**src/rtl/wb_tlc_pkg.sv**
```systemverilog
// Shared wb_tlc definitions: credit counter width, credit-return FSM
// encoding and a helper that sizes down-counters from their load value.
package wb_tlc_pkg;

  localparam int CNT_W = 8;

  typedef enum logic [1:0] {
    ST_IDLE  = 2'd0,
    ST_ACC   = 2'd1,
    ST_ISSUE = 2'd2,
    ST_GAP   = 2'd3
  } cr_state_e;

  // Bits needed for a down-counter that is loaded with (maxval - 1).
  function automatic int cnt_w_for(input int maxval);
    return (maxval < 2) ? 1 : $clog2(maxval);
  endfunction

endpackage

```
**src/rtl/wb_tlc_cr_acc.sv**
```systemverilog
// Credit-return accumulator. Collects single-cycle credit pulses from
// wb_tlc_cr and hands them back to the PCIe core in batches: on reaching a
// threshold, when a timeout since the first pending credit expires, or
// while flush is high. Consecutive returns are separated by a quiet gap.
module wb_tlc_cr_acc
  import wb_tlc_pkg::*;
#(
  parameter int THRESH  = 8,
  parameter int TIMEOUT = 64,
  parameter int GAP     = 4
) (
  input  logic             clk_125,
  input  logic             rstn,
  input  logic             cr_125,
  input  logic             flush,
  output logic             cr_ret,
  output logic [CNT_W-1:0] cr_num,
  output logic [CNT_W-1:0] cr_pend,
  output logic             cr_ovf
);

  localparam int TMR_W   = cnt_w_for(TIMEOUT);
  localparam int GAP_W   = cnt_w_for(GAP);
  // Thresholds outside 1..255 are clamped to the nearest usable value.
  localparam int THR_EFF = (THRESH > 255) ? 255 : ((THRESH < 1) ? 1 : THRESH);

  localparam logic [CNT_W-1:0] THR_V    = CNT_W'(THR_EFF);
  localparam logic [TMR_W-1:0] TMR_LOAD = TMR_W'(TIMEOUT - 1);
  localparam logic [GAP_W-1:0] GAP_LOAD = GAP_W'(GAP - 1);

  if (TIMEOUT < 1 || GAP < 1) begin : g_bad_param
    $error("wb_tlc_cr_acc: TIMEOUT and GAP must both be at least 1");
  end

  cr_state_e        state;
  logic [CNT_W-1:0] pend;
  logic [TMR_W-1:0] timer;
  logic [GAP_W-1:0] gap_cnt;

  logic [CNT_W-1:0] pend_inc;
  logic             sat_hit;
  logic             tmr_exp;
  logic             go_issue;

  // Next pending count with saturation, and the reasons to issue a return.
  always_comb begin
    sat_hit  = cr_125 && (pend == '1);
    pend_inc = (cr_125 && !sat_hit) ? pend + 1'b1 : pend;
    // The window closes on the edge where the countdown reaches zero, so a
    // lone credit is returned TIMEOUT cycles after it arrived.
    tmr_exp  = (timer <= TMR_W'(1));
    go_issue = (pend >= THR_V) || tmr_exp || flush;
  end

  // Return FSM, pending counter, window timer, gap counter and outputs.
  always_ff @(posedge clk_125 or negedge rstn) begin
    if (!rstn) begin
      state   <= ST_IDLE;
      pend    <= '0;
      timer   <= '0;
      gap_cnt <= '0;
      cr_ret  <= 1'b0;
      cr_num  <= '0;
      cr_ovf  <= 1'b0;
    end else begin
      cr_ret <= 1'b0;
      cr_num <= '0;
      pend   <= pend_inc;
      if (sat_hit) begin
        cr_ovf <= 1'b1;
      end
      unique case (state)
        ST_IDLE: begin
          if (pend_inc != '0) begin
            state <= ST_ACC;
            timer <= TMR_LOAD;
          end
        end
        ST_ACC: begin
          if (go_issue) begin
            // The batch is the count seen while deciding; a pulse arriving
            // on this same edge starts the next batch instead of being lost.
            state  <= ST_ISSUE;
            cr_ret <= 1'b1;
            cr_num <= pend;
            pend   <= {{(CNT_W-1){1'b0}}, cr_125};
          end else begin
            timer <= timer - 1'b1;
          end
        end
        ST_ISSUE: begin
          state   <= ST_GAP;
          gap_cnt <= GAP_LOAD;
        end
        ST_GAP: begin
          if (gap_cnt == '0) begin
            if (pend_inc != '0) begin
              state <= ST_ACC;
              timer <= TMR_LOAD;
            end else begin
              state <= ST_IDLE;
            end
          end else begin
            gap_cnt <= gap_cnt - 1'b1;
          end
        end
        default: state <= ST_IDLE;
      endcase
    end
  end

  assign cr_pend = pend;

endmodule

```
**config.mk**
```make
export PLATFORM = sky130hd
export DESIGN_NAME = wb_tlc_cr_acc
export DESIGN_NICKNAME = d
export VERILOG_FILES = /design/src/rtl/wb_tlc_pkg.sv /design/src/rtl/wb_tlc_cr_acc.sv
export SDC_FILE = /design/constraint.sdc
export NUM_CORES = 1
export LEC_CHECK = 0
export ABC_CLOCK_PERIOD_IN_PS = 3800
export CORE_MARGIN = 1
export CORE_UTILIZATION = 25
export CTS_CLUSTER_SIZE = 30
export DETAILED_ROUTE_END_ITERATION = 8
export PLACE_DENSITY = 0.53
export SKIP_CTS_REPAIR_TIMING = 1
export SLEW_MARGIN = 25
export SYNTH_ARGS = -nofsm -noshare
export SYNTH_HDL_FRONTEND = slang
export SYNTH_SLANG_ARGS = --single-unit
```
**constraint.sdc**
```tcl
create_clock -name clk_125 -period 3.8 [get_ports clk_125]
set_clock_uncertainty 0.15 [all_clocks]
set_input_delay 0.76 -clock clk_125 [delete_from_list [all_inputs] [get_ports clk_125]]
set_output_delay 0.76 -clock clk_125 [all_outputs]
set_load 0.02 [all_outputs]
```
==> impl_metrics.csv <==
group,metric,value,unit
synth,synth.net_count,175,
setup_path,cp-start-kind,"input port",
clocking,clockRootBuffer,"sky130_fd_sc_hd__clkbuf_8",
global_route,wire_length_of_the_first_global_routing_pass,5440,µm
synth,synth.area.top_cells,"sky130_fd_sc_hd__dfrtp_1 43%, sky130_fd_sc_hd__ha_1 7.6%, sky130_fd_sc_hd__and2_1 3.4%",
die,ios,22,
layout,num-nets-final,194,
die,core,6350,µm²
global_route,grt.total_usage,9.71,%
clocking,cts_max_path_buffers,2,
setup_path,cp_max_fo,10,
setup_path,cp.buffers_inverters,1,
routing,antenna_violating_nets_post_route,0,
routing,remaining_drc_errors,0,
die,start_util,25.8,%
die,row_count,29,
synth,synth-async-reset-ratio,100,%
setup_path,critPathMaxStageDelay,660,ps
pwr,peakVddDrop,0.306,mV
layout,insertedDiodeCount,0,
synth,distinct_cell_type_count_after_synthesis,50,
timing,max_clock_freq,0.335,GHz
global_route,grt_pass1_vias,1099,
timing,finalSetupViolCount,0,
global_route,global_route.overflow_total,0,
timing,final.min_clock_period,2990,ps
synth,synth_largest_area_cell,"sky130_fd_sc_hd__dfrtp_1",
clocking,tritoncts_clock_tree,"yes",
routing,detailedRoute.firstIterationViolations,74,
synth,post_synth_instance_area,1640,µm²
synth,synth_edf_count,0,
timing,unrepaired_setup_endpoints_after_global_routing,"false",
layout,areaGrowthSynthToFinish,18.2,%
synth,synth.most_common_cell,"sky130_fd_sc_hd__dfrtp_1",
routing,drt_pass1_iterations,5,
synth,synth_seq_area_share,42.7,%
timing,tightestPinTransition,452,ps
setup_path,critical_path.top_delay_family,"simple AND/OR/NAND/NOR gates",
setup_path,cp_class,"in -> reg",
synth,synth.top_cells.by_count,"28 x sky130_fd_sc_hd__dfrtp_1, 14 x sky130_fd_sc_hd__nor2_1, 12 x sky130_fd_sc_hd__inv_1",
pwr,post-layout-total-power,1160,µW
timing,final.setup.tns,0,ps
outcome,run_status,"complete, no violations",
global_route,pin_count_of_the_biggest_net_entering_global_routing,29,
clocking,cts.reportedPaths.clkPinSlew,90,ps
setup_path,worstPathRequired,3810,ps
die,fp.dieArea,6880,µm²
routing,detail_route.wl_per_cell,12.3,µm
synth,synthesis.instances,161,
timing,finalHoldWorstSlack,320,ps
clocking,worst_skew_late_latency,270,ps
timing,number_of_hold_violations_in_the_final_report,0,
synth,synth-main-ff-cell,"sky130_fd_sc_hd__dfrtp_1",
synth,syn_area_per_cell,10.2,µm²
routing,wl,3140,µm
timing,slew_violations,0,
timing,period_share,78.6,%
clocking,cts_sinks,28,
die,die_height,83.0,µm
routing,route.detailed.vias_per_inst,4.65,
pwr,p_leak,0.000844,µW
setup_path,cp_capture_type,"flop",
hold_path,hp-class,"reg -> reg",
placement,dpl.hpwl,2360,µm
synth,post-synth-top-area-fraction,42.7,%
clocking,cts_made_buffers,3,
placement,place.gp.congestion,0.779,
routing,vias,1190,
timing,max_slew_margin,69.6,%
layout,fraction_of_final_layout_cells_with_drive_strength_greater_than_1,10.1,%
placement,port_buffers,21,
pwr,power.density,598,nW/µm²
setup_path,slowest_stage_cell_cp,"sky130_fd_sc_hd__clkdlybuf4s50_1",
global_route,grt_antenna_before_repair,0,
job,cap_viol_max_count,0,
setup_path,crit_path_cell_trace,"clkdlybuf4s50_1, nand2_1, nor4_1, nor3_2, nor4_2, a21o_1, mux2_1",
synth,synthesis.yosys.warnings,0,
synth,synth-seq-cells,28,
die,die_x,83.0,µm
clocking,ctsHtreeMaxLevel,1,
setup_path,worst_ep_arrival_time,3000,ps
## worst reg2reg max path, stage by stage (launching register included)
cell and delay [ps]:
sky130_fd_sc_hd__dfrtp_1 490, sky130_fd_sc_hd__ha_1 290, sky130_fd_sc_hd__nand3_1 160, sky130_fd_sc_hd__o21ai_2 270, sky130_fd_sc_hd__mux2i_1 150, sky130_fd_sc_hd__nor4_2 440, sky130_fd_sc_hd__a21o_1 210, sky130_fd_sc_hd__mux2_1 310
## through the flow
stage | instance area, µm² | utilization, % | cells | worst slack, ps
4_1_cts | 1940 | 30.5 | 256 | 813
3_5_place_dp | 1880 | 29.6 | 252 | 517
5_1_grt | 1940 | 30.5 | 256 | 553
6_report | 1940 | 30.5 | 256 | 811
3_3_place_gp | 1880 | 29.6 | 252 | 587
2_1_floorplan | 1640 | - | 161 | 1240
## cell families after synthesis
logic type | count (synthesis) | share of synthesized area [%]
compound gates | 30 | 13.7
xor+xnor | 4 | 2.14
fa+ha+maj | 10 | 7.63
buf+inv | 20 | 7.10
flops | 28 | 42.7
mux | 4 | 2.52
simple gates | 65 | 24.1
## final timing paths
path | startpoint | endpoint | slack, ps | cells past startpoint
setup / recovery | cr_125 | state[1]$_DFFE_PN0P_ | 810 | 7
hold / removal | gap_cnt[0]$_DFFE_PN0P_ | gap_cnt[0]$_DFFE_PN0P_ | 320 | 1
setup reg to reg | cr_pend[1]$_DFF_PN0_ | state[1]$_DFFE_PN0P_ | 1210 | 7
hold reg to reg | gap_cnt[0]$_DFFE_PN0P_ | gap_cnt[0]$_DFFE_PN0P_ | 320 | 1
max in group asynchronous | rstn | cr_pend[4]$_DFF_PN0_ | 2520 | 2
min in group asynchronous | rstn | gap_cnt[0]$_DFFE_PN0P_ | 710 | 2
## routing by layer
metal  share of wire (%)  GRT usage, %  routed length [µm]  vias up
met3                 4.8          2.98                 150        2
met4                0.45          1.41                  14        0
met5                   0             0                   0        -
li1                    -             -                   -      603
met1                  52          13.8                1630      557
met2                  43          14.8                1350       28
## area by class of cell
| cell class | instances | area, µm² |
|---|---|---|
| multi-input combinational | 113 | 822 |
| fill | 652 | 4410 |
| sequential | 28 | 701 |
| inverter | 12 | 45.0 |
| clock buffer | 4 | 55.1 |
| tap | 77 | 96.3 |
| timing repair buffer | 22 | 218 |
## flip-flops by register name, indices dropped and copies added, names as in the netlist
register	cells
cr_num	8
cr_pend	8
timer	6
gap_cnt	2
state	2
cr_ovf	1
cr_ret	1
## power by group
part	internal (µW)	leakage, µW	switching [µW]
logic	236	0.000475	303
clock network	92.8	0.0000288	90.5
registers	359	0.000340	76.8
total	688	0.000844	470
## cells in the final DEF (no fill, tap or decap), types with 4 or more instances in the layout
cell type and count:
sky130_fd_sc_hd__nor2_1 14, sky130_fd_sc_hd__ha_1 10, sky130_fd_sc_hd__clkdlybuf4s50_1 21, sky130_fd_sc_hd__nand2_1 8
sky130_fd_sc_hd__a211oi_1 4, sky130_fd_sc_hd__nand3_1 4, sky130_fd_sc_hd__and2_1 9, sky130_fd_sc_hd__dfrtp_1 28
sky130_fd_sc_hd__clkbuf_8 4, sky130_fd_sc_hd__inv_1 12, sky130_fd_sc_hd__a21oi_1 6
Note: power is estimated with default switching activity, not from simulation.
